==> config.mk <==
export PLATFORM = sky130hd
export DESIGN_NAME = fd4_write_arbiter_flat
export DESIGN_NICKNAME = d
export VERILOG_FILES = /design/src/rtl/fd4_write_arbiter_if.sv /design/src/rtl/fd4_write_arbiter.sv /design/src/flat_wrapper.sv
export SDC_FILE = /design/constraint.sdc
export NUM_CORES = 1
export LEC_CHECK = 0
export BUFFER_PORTS_ARGS = -buffer_cell sky130_fd_sc_hd__buf_4
export CAP_MARGIN = 20
export CELL_PAD_IN_SITES_DETAIL_PLACEMENT = 1
export CELL_PAD_IN_SITES_GLOBAL_PLACEMENT = 1
export CORE_MARGIN = 2
export CORE_UTILIZATION = 36
export DETAILED_ROUTE_END_ITERATION = 8
export PLACE_DENSITY_LB_ADDON = 0.1
export SLEW_MARGIN = 5
export SYNTH_ARGS = -nofsm -noshare
export SYNTH_HDL_FRONTEND = slang
export SYNTH_SLANG_ARGS = --single-unit
==> constraint.sdc <==
create_clock -name C -period 4.2 [get_ports C]
set_clock_uncertainty 0.05 [all_clocks]
set_input_delay 0.42 -clock C [delete_from_list [all_inputs] [get_ports C]]
set_output_delay 0.42 -clock C [all_outputs]
set_load 0.005 [all_outputs]
==> src/rtl/fd4_write_arbiter_if.sv <==
`default_nettype none
// ---------------------------------------------------------------------------
// Module : fd4_write_arbiter_if
// Brief  : Requester-side write bus of the FD4 write arbiter.
// Rev    : 1.0
// ---------------------------------------------------------------------------
interface fd4_write_arbiter_if #(
    parameter int NREQ = 4,
    parameter int W    = 4
);
    logic [NREQ-1:0]   REQ;
    logic [NREQ-1:0]   LOCK;
    logic [NREQ*W-1:0] D_IN;
    logic [NREQ-1:0]   GNT;
    logic              CE;
    logic [W-1:0]      D;
    logic              BUSY;

    modport master (output REQ, LOCK, D_IN, input GNT, CE, D, BUSY);
    modport slave  (input REQ, LOCK, D_IN, output GNT, CE, D, BUSY);
endinterface
`default_nettype wire

==> src/rtl/fd4_write_arbiter.sv <==
`default_nettype none
// ---------------------------------------------------------------------------
// Module : fd4_write_arbiter
// Brief  : Round-robin write arbiter with bounded locked bursts driving the
//          CE/D pins of a 4-bit register. FD4ARB_FIXED_PRIO_EN selects fixed
//          lowest-index priority instead of round-robin.
// Rev    : 1.0
// ---------------------------------------------------------------------------
module fd4_write_arbiter #(
    parameter int NREQ     = 4,
    parameter int W        = 4,
    parameter int MAX_HOLD = 8
) (
    input  wire logic              C,
    input  wire logic              CLR_N,
    fd4_write_arbiter_if.slave     bus
);
    localparam int              c_pw        = (NREQ > 1) ? $clog2(NREQ) : 1;
    localparam logic [c_pw-1:0] c_last      = c_pw'(NREQ - 1);
    localparam logic [7:0]      c_hold_last = 8'(MAX_HOLD - 1);
    localparam logic [NREQ-1:0] c_one       = NREQ'(1);

    typedef enum logic [0:0] {
        ST_IDLE  = 1'b0,
        ST_GRANT = 1'b1
    } state_t;

    state_t          r_state;
    logic [NREQ-1:0] r_gnt;
    logic [c_pw-1:0] r_gidx;
    logic [c_pw-1:0] r_ptr;
    logic [7:0]      r_hcnt;

    logic            w_any;
    logic [c_pw-1:0] w_win;
    logic            w_release;
    logic            w_take;
    logic            w_drop;
    logic [W-1:0]    w_d;

    // Search starts one past r_ptr; with r_ptr pinned at NREQ-1 this is
    // plain lowest-index-first, which is how fixed priority falls out.
    always_comb begin : p_search
        int              s;
        logic [c_pw-1:0] idx;
        w_any = 1'b0;
        w_win = '0;
        for (int k = 1; k <= NREQ; k++) begin
            s = int'(r_ptr) + k;
            if (s >= NREQ) begin
                s = s - NREQ;
            end
            idx = c_pw'(s);
            if (!w_any && bus.REQ[idx]) begin
                w_any = 1'b1;
                w_win = idx;
            end
        end
    end

    assign w_release = !bus.REQ[r_gidx] || !bus.LOCK[r_gidx] || (r_hcnt == c_hold_last);
    assign w_take    = w_any && ((r_state == ST_IDLE) || w_release);
    assign w_drop    = (r_state == ST_GRANT) && w_release && !w_any;

    always_ff @(posedge C) begin
        if (!CLR_N) begin
            r_state <= ST_IDLE;
            r_gnt   <= '0;
            r_gidx  <= c_last;
            r_ptr   <= c_last;
            r_hcnt  <= '0;
        end else if (w_take) begin
            r_state <= ST_GRANT;
            r_gnt   <= c_one << w_win;
            r_gidx  <= w_win;
            r_hcnt  <= '0;
`ifndef FD4ARB_FIXED_PRIO_EN
            r_ptr   <= w_win;
`endif
        end else if (w_drop) begin
            r_state <= ST_IDLE;
            r_gnt   <= '0;
            r_hcnt  <= '0;
        end else if (r_state == ST_GRANT) begin
            r_hcnt  <= r_hcnt + 8'd1;
        end
    end

    always_comb begin : p_dmux
        w_d = '0;
        for (int i = 0; i < NREQ; i++) begin
            w_d = w_d | (bus.D_IN[i*W +: W] & {W{r_gnt[i]}});
        end
    end

    assign bus.GNT  = r_gnt;
    assign bus.CE   = |(r_gnt & bus.REQ);
    assign bus.D    = w_d;
    assign bus.BUSY = |r_gnt;
endmodule
`default_nettype wire

==> src/flat_wrapper.sv <==
// flat-port wrapper written by rule: the top's interface ports become plain ports
module fd4_write_arbiter_flat 
#(
    parameter int NREQ     = 4,
    parameter int W        = 4,
    parameter int MAX_HOLD = 8
)
  (C, CLR_N, bus_REQ, bus_LOCK, bus_D_IN, bus_GNT, bus_CE, bus_D, bus_BUSY);
  fd4_write_arbiter_if #(.NREQ(NREQ), .W(W)) bus_i ();
  input  wire logic C;
  input  wire logic CLR_N;
  input wire logic [$bits(bus_i.REQ)-1:0] bus_REQ;
  input wire logic [$bits(bus_i.LOCK)-1:0] bus_LOCK;
  input wire logic [$bits(bus_i.D_IN)-1:0] bus_D_IN;
  output wire logic [$bits(bus_i.GNT)-1:0] bus_GNT;
  output wire logic [$bits(bus_i.CE)-1:0] bus_CE;
  output wire logic [$bits(bus_i.D)-1:0] bus_D;
  output wire logic [$bits(bus_i.BUSY)-1:0] bus_BUSY;
  assign bus_i.REQ = bus_REQ;
  assign bus_i.LOCK = bus_LOCK;
  assign bus_i.D_IN = bus_D_IN;
  assign bus_GNT = bus_i.GNT;
  assign bus_CE = bus_i.CE;
  assign bus_D = bus_i.D;
  assign bus_BUSY = bus_i.BUSY;
  fd4_write_arbiter #(.NREQ(NREQ), .W(W), .MAX_HOLD(MAX_HOLD)) u_core (.C(C), .CLR_N(CLR_N), .bus(bus_i));
endmodule
==> results of run 1 <==
## cell type report
cell class / count / area, sq um
clock buffer: 3 / 22.5
clock inverter: 1 / 5.00
fill: 312 / 1210
inverter: 2 / 7.51
multi-input combinational: 86 / 559
sequential: 15 / 300
tap: 30 / 37.5
timing repair buffer: 35 / 263
## path summary, 6_finish.rpt
check	startpoint	endpoint	slack [ns]
min reg2reg	u_core.r_hcnt[0]$_SDFFE_PP0P_	u_core.r_hcnt[0]$_SDFFE_PP0P_	0.47
max	u_core.r_gidx[1]$_SDFFE_PN1P_	u_core.bus.GNT[0]$_SDFFE_PN0P_	2.30
min	CLR_N	u_core.r_gidx[1]$_SDFFE_PN1P_	0.31
max reg2reg	u_core.r_gidx[1]$_SDFFE_PN1P_	u_core.bus.GNT[0]$_SDFFE_PN0P_	2.30
## power by group through the flow
stage | logic (uW) | clock network (uW) | registers (uW)
final | 102 | 84.2 | 164
after global routing | 112 | 93.6 | 167
after CTS | 103 | 87.1 | 165
after detailed placement | 102 | 0 | 168
after global placement | 98.7 | 0 | 168
after floorplan | 52.7 | 0 | 163
## flip-flops by register name (all words and copies together), names as in the netlist
register	flops
u_core.r_hcnt	8
u_core.bus.GNT	4
u_core.r_gidx	2
u_core.r_state	1
## logic make-up (layout without fill, tap and decap cells)
kind of cell,count (synthesis),count (layout),share of synthesized area [%]
AO/OA/AOI/OAI,33,33,25.6
XOR/XNOR,4,4,3.94
adder cells (fa/ha/maj),1,1,1.41
buffers and inverters,6,41,3.38
flip-flops,15,15,33.8
multiplexers,3,3,4.78
AND/OR/NAND/NOR,45,45,27.1
## through the flow
| step | hold WS [ns] | instance area, sq um |
|---|---|---|
| after floorplan | 0.418 | 890 |
| after global placement | 0.444 | 1170 |
| after detailed placement | 0.472 | 1170 |
| after CTS | 0.304 | 1190 |
| after global routing | 0.305 | 1190 |
| final | 0.310 | 1190 |
## placed cells by master, fill, tap and decap left out, drive strengths merged, types with 2 or more instances in the layout
cell / count
nor4: 3
buf: 35
xnor2: 3
a31o: 4
a22oi: 13
nand4: 2
dfxtp: 15
clkbuf: 3
nand3: 5
inv: 2
and2: 5
o21ai: 6
nor3: 2
nor2: 8
nor2b: 2
mux2i: 2
nand2: 11
nor4b: 2
a21oi: 4
## metal layers
metal / global-route usage, % / up-vias / part of all wire [%]
li1: - / 479 / -
met1: 26.2 / 441 / 47
met2: 31.3 / 27 / 45
met3: 6.39 / 2 / 7.9
met4: 3.85 / 0 / 0.40
met5: 0 / - / 0
==> out/metrics.csv, run 1 <==
metric,value,unit
outcome,completed,
CTS clock-pin slew for the worst setup and hold paths,0.09,ns
Finished Layout Cells,172,
post-CTS sizing,0,
Power Total,350,uW
Levels on crit path,4,
Die W,53.7,microns
first-pass iteration count of the detailed router,4,
ant diodes,0,
Worst EP arrival,2.09,ns
first-pass GRT wire length,4170,microns
"EDFF count, synth",0,
largest net degree at the start of global routing,11,
Num CTS Buffers,3,
P&R area growth vs syn,34.3,%
Chip Height,53.7,microns
post-synth top area share,33.8,%
Max Buffers Root-to-Sink,2,
# placed instances,168,
hold buffers post-CTS,0,
Net Sw Frac,30.2,%
LEAKAGE,0.000487,uW
f_max,526,MHz
Net Switching,106,uW
PwrDens,293,nW/um^2
"slowest stage delay, CP",0.55,ns
reg2reg path depth,4,
fin crit share,45.3,%
core area,2410,sq um
post-synthesis register bit count,15,
via count,949,
Sink Count,15,
sequential power share,46.9,%
Gate Count Post-Synth,107,
Layout Nets,170,
Setup WS post-layout,2.30,ns
HP Class,input port to flip-flop,
Hold Path Depth,2,
Clock Root Buffer,clkbuf_4,
worst-skew pair later-pin latency,0.29,ns
critical path class,flip-flop to flip-flop,
crit path cell chain,"mux4_2, a31o_1, nor4_1, a31o_1",
Global Route Usage Sum,19.8,%
setup TNS,0,ns
Crit path required time,4.39,ns
Final setup violation count,0,
CTS tree,done,
worst rel slew slack,54.7,%
Gate power share,29.0,%
clock network fraction of total power,24.0,%
total gr overflow,0,
Synth Net Count,134,
distinct cell type count after synthesis,35,
Final min period,1.90,ns
"FFs w/ async S/R, synth",0,%
CP max stage cell,mux4_2,
post-route ant nets,0,
Initial Util,36.9,%
DP HPWL,1950,microns
post-CTS setup buffers,0,
RSZ-0062 raised after global routing,no,
Iter 0 DRT Violations,11,
CP Max Fanout,10,
Max rail drop VDD,0.237,mV
Crit path top cell by count,a31o_1,
Synth top cells by count,"15 x dfxtp_1, 13 x a22oi_1, 11 x nand2_1",
Final Util,49.6,%
CP Launch Type,flip-flop,
Buf/Inv on CP,0,
H-tree depth,1,
top_reg_cell synth,dfxtp_1,
final hold violation count,0,
synthesized cell area,890,sq um
Die ar.,2880,sq um
Top delay family on crit path,multiplexers,
total of max-cap violations,0,
port bufs,35,
YS warnings,0,
ranking of synthesized cells by area,"dfxtp_1 34%, a22oi_1 11%, nand2_1 4.6%",
I/O pin count,36,
"Seq/Total Area, Yosys",33.8,%
initial antenna violation count,0,
"Slew Viols, Final",0,
share of layout cells above drive strength 1,28.9,%
DRC Markers,0,
Place WS,2.10,ns
GP Congestion,0.728,
row cnt,18,
"area leader, netlist",dfxtp_1,
vias in the first global route,925,
wire length per cell,14.6,microns
worst slew pin tran,0.669,ns
Avg Inst Size Synth,8.31,sq um
"count leader, synth",dfxtp_1,
vias per cell,5.52,
final wirelength,2510,microns
Worst setup EP type,flip-flop,
Internal,245,uW
Note: power is estimated with default switching activity, not from simulation.
==> inputs of run 2 (changes only) <==
ABC_AREA = 1   (was not set)
CORE_UTILIZATION = 32   (was 36)
clock period = 1.7 ns   (was 4.2 ns; I/O delays follow)
==> out/metrics.csv, run 2 <==
metric,value,unit,change
crit path capture,u_core.bus.GNT[2]$_SDFFE_PN0P_,,
Max rail drop VDD,0.600,mV,+150%
Final min period,1.68,ns,-0.222 ns
"Design Area, Final",1750,sq um,+46%
share of layout cells above drive strength 1,44.6,%,+16 points
CP max stage cell,dfxtp_2,,
"most common cell after layout, fill and taps aside",nand2_1,,
"commonest non-fill, non-tap cells in the layout","44 x nand2_1, 42 x buf_4, 21 x nand3_1",,
FF-to-FF setup slack,0.02,ns,-2.28 ns
Num CTS Buffers,3,,unchanged
Crit path required time,1.83,ns,-2.56 ns
Sink Count,15,,unchanged
WHS,0.108,ns,-0.202 ns
critical path class,flip-flop to flip-flop,,
GP Congestion,0.772,,+6.1%
Top delay family on crit path,compound AO/OA/AOI/OAI gates,,
Layout Nets,252,,+48%
"Slew Viols, Final",0,,unchanged
initial antenna violation count,0,,unchanged
Chip Height,65.0,microns,+21%
Max Buffers Root-to-Sink,2,,unchanged
first-pass iteration count of the detailed router,4,,unchanged
total of max-cap violations,0,,unchanged
vias in the first global route,1298,,+40%
setup TNS,0,ns,unchanged
max reg flops,8,,unchanged
Final setup violation count,0,,unchanged
CP Max Fanout,6,,-4
Global Route Usage Sum,16.3,%,-3.4 points
total gr overflow,0,,unchanged
vias per cell,4.66,,-16%
row cnt,22,,+4
Hold Path Depth,2,,unchanged
Worst EP arrival,1.81,ns,-0.28 ns
wire length per cell,12.9,microns,-12%
"count leader, synth",nand2_1,,
Placement Cell Area,1520,sq um,+30%
Crit Reg-Reg Startpoint,u_core.r_gidx[0]$_SDFFE_PN1P_,,
PwrDens,1660,nW/um^2,+460%
Die ar.,4230,sq um,+47%
post-synth top area share,25.2,%,-8.6 points
CTS clock-pin slew for the worst setup and hold paths,0.06,ns,-0.03 ns
Iter 0 DRT Violations,20,,+9
worst reg2reg endpoint,u_core.bus.GNT[2]$_SDFFE_PN0P_,,
Die W,65.0,microns,+21%
Net Switching,1420,uW,+1200%
Worst setup EP type,flip-flop,,
Synth top cells by count,"56 x nand2_1, 21 x nand3_1, 17 x inv_1",,
P&R area growth vs syn,46.8,%,
Gate Count Post-Synth,176,,+64%
core area,3630,sq um,+51%
ranking of synthesized cells by area,"dfxtp_1 25%, nand2_1 18%, nand3_1 8.8%",,
Internal,1480,uW,+510%
reg2reg path depth,10,,+6
post-route ant nets,0,,unchanged
Synth Net Count,203,,+51%
H-tree depth,1,,unchanged
critical path launch point,u_core.r_gidx[0]$_SDFFE_PN1P_,,
worst-skew pair later-pin latency,0.24,ns,-0.05 ns
"EDFF count, synth",0,,unchanged
CP Launch Type,flip-flop,,
LEAKAGE,0.000810,uW,+66%
port bufs,35,,unchanged
RSZ-0062 raised after global routing,yes,,
first-pass GRT wire length,5500,microns,+32%
via count,1268,,+34%
worst slew pin tran,0.317,ns,-0.352 ns
Initial Util,32.8,%,-4.1 points
top_reg_cell synth,dfxtp_1,,
CTS tree,done,,
Finished Layout Cells,272,,+58%
sequential power share,19.0,%,-28 points
Crit path top cell by count,nand3_4,,
crit path cell chain,"buf_12, buf_4, nand2_4, nand3_4, o21ai_4, nand3_4, a21oi_4, buf_6, nand3_1, o21ai_2",,
Largest Register,u_core.r_hcnt,,
worst rel slew slack,78.8,%,+24 points
"FFs w/ async S/R, synth",0,%,unchanged
synthesized cell area,1190,sq um,+34%
clock network fraction of total power,10.0,%,-14 points
"slowest stage delay, CP",0.33,ns,-0.22 ns
DRC Markers,0,,unchanged
DP HPWL,2720,microns,+39%
final wirelength,3500,microns,+39%
I/O pin count,36,,unchanged
Levels on crit path,10,,+6
"Seq/Total Area, Yosys",25.2,%,-8.6 points
f_max,596,MHz,+13%
# placed instances,260,,+55%
outcome,completed,,
Avg Inst Size Synth,6.77,sq um,-19%
hold buffers post-CTS,0,,unchanged
final hold violation count,0,,unchanged
Net Sw Frac,48.9,%,+19 points
HP Class,input port to flip-flop,,
post-synthesis register bit count,15,,unchanged
Gate power share,71.0,%,+42 points
fin crit share,98.7,%,+53 points
YS warnings,0,,unchanged
largest net degree at the start of global routing,11,,unchanged
ant diodes,0,,unchanged
Buf/Inv on CP,3,,+3
distinct cell type count after synthesis,28,,-20%
"area leader, netlist",dfxtp_1,,
Clock Root Buffer,clkbuf_8,,
run 2: cell count changes after synthesis, sizes merged, moves of 3 or more:
cell / delta
and2: -5
nand4: +6
xor2: +3
nand3: +20
nand2: +56
a31o: -4
inv: +19
nor2: +7
clkbuf: -3
nor4: -3
a22oi: -13
run 2: how the worst min path moves through the flow:
stage,from,end
finish,CLR_N,u_core.r_gidx[1]$_SDFFE_PN1P_
global route,CLR_N,u_core.r_gidx[1]$_SDFFE_PN1P_
CTS,CLR_N,u_core.r_gidx[1]$_SDFFE_PN1P_
detailed placement,CLR_N,u_core.r_gidx[1]$_SDFFE_PN1P_
global placement,CLR_N,u_core.r_gidx[1]$_SDFFE_PN1P_
floorplan,CLR_N,u_core.r_gidx[1]$_SDFFE_PN1P_
run 2: worst reg2reg max path: stages, from the launching register on:
cell     delay, ns
dfxtp_2       0.33
buf_12        0.14
buf_4         0.14
nand2_4       0.08
nand3_4       0.08
o21ai_4       0.11
nand3_4       0.12
a21oi_4       0.26
buf_6         0.14
nand3_1       0.09
o21ai_2       0.08
run 2: power by group through the flow:
stage	logic, uW	clock network (uW)	registers [uW]
final	2060	289	550
after global routing	2270	313	567
after CTS	1670	293	547
after detailed placement	1630	0	547
after global placement	1600	0	544
after floorplan	1140	0	511
run 2: layout make-up:
class	count	area [sq um]
Clock inverter	1	5.00
Clock buffer	3	41.3
Fill cell	490	1880
Sequential cell	15	303
Multi-Input combinational cell	137	863
Tap cell	48	60.1
Inverter	21	93.8
Timing Repair Buffer	47	384
run 2: through the flow:
stage | power, uW | utilization, % | worst slack (ns)
floorplan | 1650 | - | 0.227
global placement | 2140 | 41.8 | 0.0299
detailed placement | 2180 | 41.8 | -0.0147
CTS | 2510 | 43.5 | 0.00610
global route | 3160 | 48.2 | -0.0628
finish | 2900 | 48.2 | 0.0213
run 2: cell families after synthesis:
| group | synth area share, % |
|---|---|
| xor+xnor | 3.67 |
| flops | 25.2 |
| simple gates | 51.2 |
| compound gates | 8.29 |
| fa+ha+maj | 1.05 |
| buf+inv | 10.6 |
run 2: routing by layer:
metal | vias to the layer above | part of all wire [%] | global-route usage (%)
li1 | 662 | - | -
met1 | 596 | 42 | 19.2
met2 | 8 | 57 | 31.8
met3 | 2 | 0.69 | 1.04
met4 | 0 | 0.49 | 3.91
met5 | - | 0 | 0
run 2: timing repair:
action                                  in CTS  in global routing
hold endpoints to repair                     0                  0
buffers inserted                             1                  7
pin swaps                                    2                 14
endpoints found under the setup margin       7                 14
gates resized for setup                      4                 32
==> inputs of run 3 (changes only) <==
==> constraint.sdc (replaced) <==
create_clock -name C -period 1.7 [get_ports C]
set_clock_uncertainty 0.05 [all_clocks]
set_input_delay 0 -clock C [delete_from_list [all_inputs] [get_ports C]]
set_output_delay 0 -clock C [all_outputs]
set_load 0.005 [all_outputs]
==> out/metrics.csv, run 3 (synthesized netlist as in run 2, its figures left out) <==
metric,value,unit,change
outcome,completed,,
Placement Cell Area,1510,sq um,-0.49%
"Slew Viols, Final",0,,unchanged
Die ar.,4230,sq um,unchanged
CP Max Fanout,10,,+4
wire length per cell,13.6,microns,+5.9%
row cnt,22,,unchanged
Gate power share,69.5,%,-1.5 points
Power Total,2810,uW,-3.1%
share of layout cells above drive strength 1,43.0,%,-1.6 points
"most common cell after layout, fill and taps aside",nand2_1,,
Layout Nets,251,,-0.40%
Setup WS post-layout,0.0660,ns,+0.0447 ns
Final setup violation count,0,,unchanged
CP max stage cell,dfxtp_4,,
Buf/Inv on CP,2,,-1
Die W,65.0,microns,unchanged
GP Congestion,0.784,,+1.6%
first-pass iteration count of the detailed router,4,,unchanged
CP Launch Type,flip-flop,,
Sink Count,15,,unchanged
Levels on crit path,9,,-1
largest net degree at the start of global routing,15,,+4
Crit path top cell by count,nand2_4,,
first-pass GRT wire length,6030,microns,+9.7%
RSZ-0062 raised after global routing,yes,,
WHS,0.233,ns,+0.124 ns
port bufs,35,,unchanged
Metal-1 WL,1510,microns,+2.5%
max reg flops,8,,unchanged
Iter 0 DRT Violations,17,,-15%
worst-skew pair later-pin latency,0.25,ns,about the same
H-tree depth,1,,unchanged
Top delay family on crit path,simple AND/OR/NAND/NOR gates,,
PwrDens,1630,nW/um^2,-1.5%
Crit path required time,1.82,ns,about the same
sequential power share,20.1,%,+1.1 points
HP Class,input port to primary output,,
total gr overflow,0,,unchanged
"Design Area, Final",1720,sq um,-1.6%
ant diodes,0,,unchanged
via count,1293,,+2.0%
clock network fraction of total power,10.4,%,+0.4 points
Clock Root Buffer,clkbuf_8,,
Max Buffers Root-to-Sink,2,,unchanged
met3 WL,29,microns,+21%
DRC Markers,0,,unchanged
crit path cell chain,"buf_12, inv_8, nand2_4, nand2_2, o21ai_4, nand3_4, a21oi_4, nand2_4, nor3_4",,
top sig layer,met4,,
total of max-cap violations,0,,unchanged
Crit Reg-Reg Startpoint,u_core.r_gidx[0]$_SDFFE_PN1P_,,
DP HPWL,2850,microns,+4.8%
worst slew pin tran,0.285,ns,-0.0321 ns
initial antenna violation count,0,,unchanged
Initial Util,32.8,%,unchanged
Place WS,-0.0193,ns,-0.00461 ns
Worst EP arrival,1.76,ns,-0.05 ns
final hold violation count,0,,unchanged
"commonest non-fill, non-tap cells in the layout","46 x nand2_1, 41 x buf_4, 20 x nand3_1",,
Net Sw Frac,48.7,%,-0.17 points
LEAKAGE,0.000810,uW,about the same
CTS clock-pin slew for the worst setup and hold paths,0.06,ns,about the same
fin crit share,96.1,%,-2.6 points
critical path class,flip-flop to flip-flop,,
post-route ant nets,0,,unchanged
Num CTS Buffers,3,,unchanged
CTS tree,done,,
"slowest stage delay, CP",0.36,ns,+0.03 ns
vias per cell,4.77,,+2.3%
core area,3630,sq um,unchanged
met2 wire len,2100,microns,+5.7%
Hold Path Depth,4,,+2
f_max,612,MHz,+2.7%
reg2reg path depth,9,,-1
Final Util,47.4,%,-0.79 points
Worst setup EP type,flip-flop,,
vias in the first global route,1357,,+4.5%
Max rail drop VDD,0.654,mV,+8.9%
Chip Height,65.0,microns,unchanged
Largest Register,u_core.r_hcnt,,
critical path launch point,u_core.r_gidx[0]$_SDFFE_PN1P_,,
min-delay src,bus_D_IN[4],,
Net Switching,1370,uW,-3.4%
Final min period,1.63,ns,-0.0447 ns
Global Route Usage Sum,18.1,%,+1.8 points
worst rel slew slack,81.0,%,+2.1 points
final wirelength,3690,microns,+5.5%
Internal,1440,uW,-2.8%
I/O pin count,36,,unchanged
P&R area growth vs syn,44.4,%,
-- run 3: final cells by class --
type	instances	area (sq um)
clock buffers	3	41.3
clock inverters	1	5.00
fillers	498	1910
inverters	21	93.8
multi-input cells	137	831
flip-flops and latches	15	305
well taps	48	60.1
repair buffers	46	385
-- run 3: power groups by stage --
stage	sequential (uW)	clock, uW	combinational (uW)
3_5_place_dp	565	0	1610
5_1_grt	587	323	2140
4_1_cts	561	302	1700
3_3_place_gp	561	0	1560
6_report	565	292	1950
2_1_floorplan	511	0	1140
-- run 3: final timing paths --
kind	slack (ns)	to
setup / recovery	0.07	u_core.r_hcnt[2]$_SDFFE_PP0P_
hold / removal	0.23	bus_D[0]
setup reg to reg	0.07	u_core.r_hcnt[2]$_SDFFE_PP0P_
hold reg to reg	0.45	u_core.r_hcnt[1]$_SDFFE_PP0P_
-- run 3: per-stage QoR --
step	TNS, ns	std cells
finish	0	271
global route	-0.141	271
CTS	0	268
detailed placement	-0.0529	259
global placement	0	259
floorplan	0	176
-- run 3: routing by layer --
layer / track usage [%] / up-vias
li1: - / 660
met1: 20.8 / 619
met2: 34.7 / 9
met3: 1.56 / 5
met4: 6.25 / 0
met5: 0 / -
-- run 3: timing repair --
item | CTS | global route
gates resized for setup | 4 | 22
setup endpoints to repair | 6 | 14
hold endpoints to repair | 3 | 0
gates cloned | 0 | 1
pin swaps | 4 | 8
buffers inserted | 4 | 2
hold buffers | 1 | 0
-- run 3: worst register-to-register path, stage by stage (launching register included) --
cell	delay [ns]
dfxtp_4	0.36
buf_12	0.13
inv_8	0.06
nand2_4	0.06
nand2_2	0.06
o21ai_4	0.21
nand3_4	0.13
a21oi_4	0.22
nand2_4	0.15
nor3_4	0.14
